## src/rtl/div_32_iter_if.sv

```systemverilog
`default_nettype none
// ============================================================================
// Module      : div_32_iter_if
// Description : Handshake and operand/result bundle for the iterative divider.
//               The master side issues start/X/Y and receives the results.
//               Optional macro DIV_SIGNED_EN adds the sign_op request bit.
// Revision    : 1.0 - initial release
// ============================================================================
interface div_32_iter_if #(
    parameter int WIDTH = 32
);
    logic             start;
    logic [WIDTH-1:0] X;
    logic [WIDTH-1:0] Y;
    logic [WIDTH-1:0] Q;
    logic [WIDTH-1:0] R;
    logic             busy;
    logic             done;
    logic             div_zero;
`ifdef DIV_SIGNED_EN
    logic             sign_op;

    modport master (output start, X, Y, sign_op, input Q, R, busy, done, div_zero);
    modport slave  (input start, X, Y, sign_op, output Q, R, busy, done, div_zero);
`else
    modport master (output start, X, Y, input Q, R, busy, done, div_zero);
    modport slave  (input start, X, Y, output Q, R, busy, done, div_zero);
`endif
endinterface
`default_nettype wire

```

## src/rtl/div_32_iter.sv

```systemverilog
`default_nettype none
// ============================================================================
// Module      : div_32_iter
// Description : Multi-cycle restoring divider, one quotient bit per clock.
//               start accepted in IDLE, WIDTH RUN steps, one FIX step that
//               writes Q/R/div_zero and pulses done (33 cycles for WIDTH=32).
//               Optional macro DIV_SIGNED_EN adds two's complement division
//               (truncating, remainder takes the dividend's sign).
// Revision    : 1.0 - initial release
// ============================================================================
module div_32_iter #(
    parameter int WIDTH = 32,
    parameter int CNT_W = 6
) (
    input  wire logic         clk,
    input  wire logic         rst,
    div_32_iter_if.slave      bus
);

    localparam logic [1:0] IDLE = 2'd0;
    localparam logic [1:0] RUN  = 2'd1;
    localparam logic [1:0] FIX  = 2'd2;

    logic [1:0]       state;
    logic [CNT_W-1:0] cnt;
    logic [WIDTH-1:0] dvd;        // dividend magnitude, shifted out MSB first
    logic [WIDTH-1:0] dvs;        // divisor magnitude
    logic [WIDTH-1:0] rem;        // partial remainder
    logic [WIDTH-1:0] quo;        // quotient magnitude, shifted in LSB first
    logic             neg_q;
    logic             neg_r;
    logic             dz;

    logic [WIDTH-1:0] q_out;
    logic [WIDTH-1:0] r_out;
    logic             busy_out;
    logic             done_out;
    logic             dz_out;

    logic             neg_x;
    logic             neg_y;
    logic [WIDTH-1:0] mag_x;
    logic [WIDTH-1:0] mag_y;

    logic [WIDTH:0]   shifted;
    logic [WIDTH-1:0] diff;
    logic             ge;

    logic [WIDTH-1:0] q_fix;
    logic [WIDTH-1:0] r_fix;

    assign bus.Q        = q_out;
    assign bus.R        = r_out;
    assign bus.busy     = busy_out;
    assign bus.done     = done_out;
    assign bus.div_zero = dz_out;

    // Operand conditioning: take magnitudes of signed operands before latching.
    always_comb begin
`ifdef DIV_SIGNED_EN
        neg_x = bus.sign_op & bus.X[WIDTH-1];
        neg_y = bus.sign_op & bus.Y[WIDTH-1];
`else
        neg_x = 1'b0;
        neg_y = 1'b0;
`endif
        mag_x = neg_x ? ('0 - bus.X) : bus.X;
        mag_y = neg_y ? ('0 - bus.Y) : bus.Y;
    end

    // Trial subtraction. The shifted remainder keeps the old remainder's top
    // bit so divisors above 2^(WIDTH-1) still divide correctly; whenever the
    // trial succeeds the difference is below the divisor, so WIDTH bits hold it.
    always_comb begin
        shifted = {rem, dvd[WIDTH-1]};
        ge      = (shifted >= {1'b0, dvs});
        diff    = shifted[WIDTH-1:0] - dvs;
    end

    // Sign correction; a zero divisor always reports an all-ones quotient,
    // while the remainder naturally equals the original dividend.
    always_comb begin
        q_fix = dz ? '1 : (neg_q ? ('0 - quo) : quo);
        r_fix = neg_r ? ('0 - rem) : rem;
    end

    // Control FSM and datapath; reset aborts any division in flight.
    always_ff @(posedge clk or posedge rst) begin
        if (rst) begin
            state    <= IDLE;
            cnt      <= '0;
            dvd      <= '0;
            dvs      <= '0;
            rem      <= '0;
            quo      <= '0;
            neg_q    <= 1'b0;
            neg_r    <= 1'b0;
            dz       <= 1'b0;
            q_out    <= '0;
            r_out    <= '0;
            busy_out <= 1'b0;
            done_out <= 1'b0;
            dz_out   <= 1'b0;
        end else begin
            done_out <= 1'b0;
            case (state)
                IDLE: begin
                    if (bus.start) begin
                        dvd      <= mag_x;
                        dvs      <= mag_y;
                        rem      <= '0;
                        quo      <= '0;
                        cnt      <= '0;
                        neg_q    <= neg_x ^ neg_y;
                        neg_r    <= neg_x;
                        dz       <= (bus.Y == '0);
                        busy_out <= 1'b1;
                        state    <= RUN;
                    end
                end
                RUN: begin
                    dvd <= {dvd[WIDTH-2:0], 1'b0};
                    quo <= {quo[WIDTH-2:0], ge};
                    rem <= ge ? diff : shifted[WIDTH-1:0];
                    cnt <= cnt + CNT_W'(1);
                    if (cnt == CNT_W'(WIDTH-1)) begin
                        state <= FIX;
                    end
                end
                FIX: begin
                    q_out    <= q_fix;
                    r_out    <= r_fix;
                    dz_out   <= dz;
                    done_out <= 1'b1;
                    busy_out <= 1'b0;
                    state    <= IDLE;
                end
                default: begin
                    state <= IDLE;
                end
            endcase
        end
    end

endmodule
`default_nettype wire

```

## src/flat_wrapper.sv

```systemverilog
// flat-port wrapper written by rule: the top's interface ports become plain ports
module div_32_iter_flat 
#(
    parameter int WIDTH = 32,
    parameter int CNT_W = 6
)
  (clk, rst, bus_start, bus_X, bus_Y, bus_Q, bus_R, bus_busy, bus_done, bus_div_zero);
  div_32_iter_if #(.WIDTH(WIDTH)) bus_i ();
  input  wire logic clk;
  input  wire logic rst;
  input wire logic [$bits(bus_i.start)-1:0] bus_start;
  input wire logic [$bits(bus_i.X)-1:0] bus_X;
  input wire logic [$bits(bus_i.Y)-1:0] bus_Y;
  output wire logic [$bits(bus_i.Q)-1:0] bus_Q;
  output wire logic [$bits(bus_i.R)-1:0] bus_R;
  output wire logic [$bits(bus_i.busy)-1:0] bus_busy;
  output wire logic [$bits(bus_i.done)-1:0] bus_done;
  output wire logic [$bits(bus_i.div_zero)-1:0] bus_div_zero;
  assign bus_i.start = bus_start;
  assign bus_i.X = bus_X;
  assign bus_i.Y = bus_Y;
  assign bus_Q = bus_i.Q;
  assign bus_R = bus_i.R;
  assign bus_busy = bus_i.busy;
  assign bus_done = bus_i.done;
  assign bus_div_zero = bus_i.div_zero;
  div_32_iter #(.WIDTH(WIDTH), .CNT_W(CNT_W)) u_core (.clk(clk), .rst(rst), .bus(bus_i));
endmodule
```

## config.mk

```make
export PLATFORM = sky130hd
export DESIGN_NAME = div_32_iter_flat
export DESIGN_NICKNAME = d
export VERILOG_FILES = /design/src/rtl/div_32_iter_if.sv /design/src/rtl/div_32_iter.sv /design/src/flat_wrapper.sv
export SDC_FILE = /design/constraint.sdc
export NUM_CORES = 1
export LEC_CHECK = 0
export ABC_AREA = 1
export CAP_MARGIN = 20
export CELL_PAD_IN_SITES_DETAIL_PLACEMENT = 1
export CELL_PAD_IN_SITES_GLOBAL_PLACEMENT = 1
export CORE_AREA = 2 2 169 171
export CTS_CLUSTER_SIZE = 20
export DETAILED_ROUTE_END_ITERATION = 10
export DIE_AREA = 0 0 171 173
export PLACE_DENSITY_LB_ADDON = 0.3
export SLEW_MARGIN = 40
export SYNTH_ARGS = -nofsm -noshare
export SYNTH_HDL_FRONTEND = slang
export SYNTH_SLANG_ARGS = --single-unit
```

## constraint.sdc

```tcl
create_clock -name clk -period 8.86 [get_ports clk]
set_input_delay 1.772 -clock clk [delete_from_list [all_inputs] [get_ports clk]]
set_output_delay 1.772 -clock clk [all_outputs]
set_load 0.05 [all_outputs]
```

==> impl_metrics.ini <==
[run_status]
outcome = finished, final reports clean

[die]
initial_core_util_pct = 39.48
core-area_um2 = 27630
fp-row-count = 61
die_y_um = 173
die_area_um2 = 29580
ios = 134
die_w_um = 171

[critical_path]
cp_cell_sequence = clkdlybuf4s50_1
slowest_stage = clkdlybuf4s50_1
path_buf_inv = 1
reg2reg_depth = 15
cp.depth = 1
worstPathRequired_ns = 7.09
critPathArrivalTime_ns = 1.76
crit_fanout = 2
crit_family = buffers and inverters
slowest_delay_ns = 0.88
crit_path_end_kind = output port
cp-start-kind = register
critPathKind = reg -> out

[finish]
num_antenna_cells = 0
drive_above_1_share_pct = 4.304
layout_commonest_cell = nand2_1
regArea_um2 = 5105
multi_input_area_um2 = 4659
finalNonFillerCells = 1981
syn_to_final_growth_pct = 23.17
nNetsFinal = 1690
fill_cells = 3487
final_cell_mix = nand2_1, inv_1, dfrtp_1

[power]
powerDensity_nw_per_um2 = 151.6
peakVddDrop_mv = 0.09132
leakagePower_uw = 0.007024

[global_route]
grt_max_degree = 101
grt_pass1_vias = 10600
grt_pass1_wl_um = 53940
grt_overflow = 0
antenna_found_initial = 0
grt_usage_pct = 22.56

[place]
numPortBuffers = 133
place_inst = 1941
place_congestion = 0.8596
post-dp-hpwl_um = 22880

[clocking]
numCtsBuffers = 24
clock_path_buffers = 3
path_clk_slew_ns = 0.06
clockRootBuffer = clkbuf_16
clock_latency_ns = 0.53
cts.sinks = 204
ctsResizeCount = 0
cts_tree = done
postCtsHoldBufs = 0
postCtsSetupBuffers = 0
htreeDepth = 1

[timing]
setup-tns-final_ns = 0
fin_crit_ns = 3.537
skew_ns = 0.01313
worst_slew_pin_slew_ns = 0.8098
slew_violations = 0
max_freq_mhz = 282.7
setup_viol = 0
post-route-period-util_pct = 39.92
hold_violations = 0
grt_setup_unrepaired = no
slew_headroom_pct = 46.02

[routing]
routedWlPerCell_um = 16.48
final_antenna_net_count = 0
routed_wl_um = 32640
vias = 9826
via_per_inst = 4.960
first_pass_iters = 4
drc = 0
drt_iter0_drc = 502

[min_path]
hold_depth = 2
hp-class = reg -> reg

[logic_synthesis]
yosysSeqAreaShare_pct = 46.81
yosys.area.top_type = dfrtp_1
synth_top_area_share_pct = 46.81
synthesis.area_um2 = 10910
ys_ff_latch = 204
syn_area_per_cell_um2 = 7.389
ys_warn_count = 0
ys_types = 37
syn_inst = 1476
synth_nets = 1577
synth_area_leaders = dfrtp_1, nand2_1, inv_1, nor2_1, a21oi_1

[run]
cap_viol_max_count = 0
[report_power, final]
| part | switching (uW) | internal (uW) |
|---|---|---|
| clock network | 397 | 654 |
| registers | 0 | 932 |
| logic | 27.8 | 27.0 |
[cell families after synthesis]
group           Yosys count  synth area share (%)
compound gates          221                 10.83
fa+ha+maj                34                 3.969
simple gates            703                 26.47
buf+inv                 299                 10.73
xor+xnor                 15                 1.205
flops                   204                 46.81
[state kept, by name (all words and copies together) (netlist names)]
| register | count |
|---|---|
| u_core.rem | 32 |
| u_core.quo | 32 |
| u_core.bus.R | 32 |
| u_core.bus.div_zero | 1 |
| u_core.bus.done | 1 |
| u_core.cnt | 6 |
| u_core.dvd | 32 |
| u_core.dz | 1 |
| u_core.bus.Q | 32 |
| u_core.state | 2 |
| u_core.dvs | 32 |
| u_core.bus.busy | 1 |
[worst paths after layout]
kind,from,end,slack [ns]
max reg2reg,u_core.dvs[20],u_core.rem[11],5.94
min,u_core.bus.R[26],u_core.bus.R[26],0.48
max in group asynchronous,rst,u_core.bus.Q[14],5.92
min in group asynchronous,rst,u_core.bus.R[2],1.75
max,u_core.bus.R[29],bus_R[29],5.32
min reg2reg,u_core.bus.R[26],u_core.bus.R[26],0.48
[cell usage after synthesis (all sizes together)]
master   number
nand2       450
nand4         8
or2           1
nand3        89
a22o          1
o221ai        1
fa            1
ha           33
and2          7
a21o          1
nor3          9
o22ai        32
nand3b        8
o21ai        87
nor2        128
clkbuf       33
a21oi        94
dfrtp       204
o211ai        1
a22oi         1
o21bai        2
nor4          3
xnor2        12
buf          23
xor2          3
inv         243
a2bb2oi       1
[stage by stage]
stage	hold slack, ns	util (%)	setup slack [ns]	cell area, um2	total power, uW
after global placement	0.4554	45.42	5.273	12550	1005
after CTS	0.4851	48.62	5.308	13430	2059
after detailed placement	0.4716	45.59	5.284	12600	1005
final	0.4804	48.62	5.323	13430	2037
after floorplan	0.4494	-	1.521	10910	965.2
after global routing	0.5093	48.62	5.279	13430	2093
[per-layer routing]
metal  vias up  wire length [um]  track usage [%]
met5         -                 0                0
met3        57              1563            3.891
met2       184             15810            39.05
met1      4766             14280            28.47
met4         0               985            7.274
li1       4819                 -                -
[cell type report]
| cell class | count | area share, % |
|---|---|---|
| tap | 378 | 3.521 |
| multi-input combinational | 973 | 34.68 |
| clock inverter | 6 | 0.8010 |
| timing repair buffer | 143 | 10.70 |
| inverter | 243 | 6.864 |
| sequential | 204 | 38.00 |
| clock buffer | 34 | 5.430 |
Note: power is estimated with default switching activity, not from simulation.
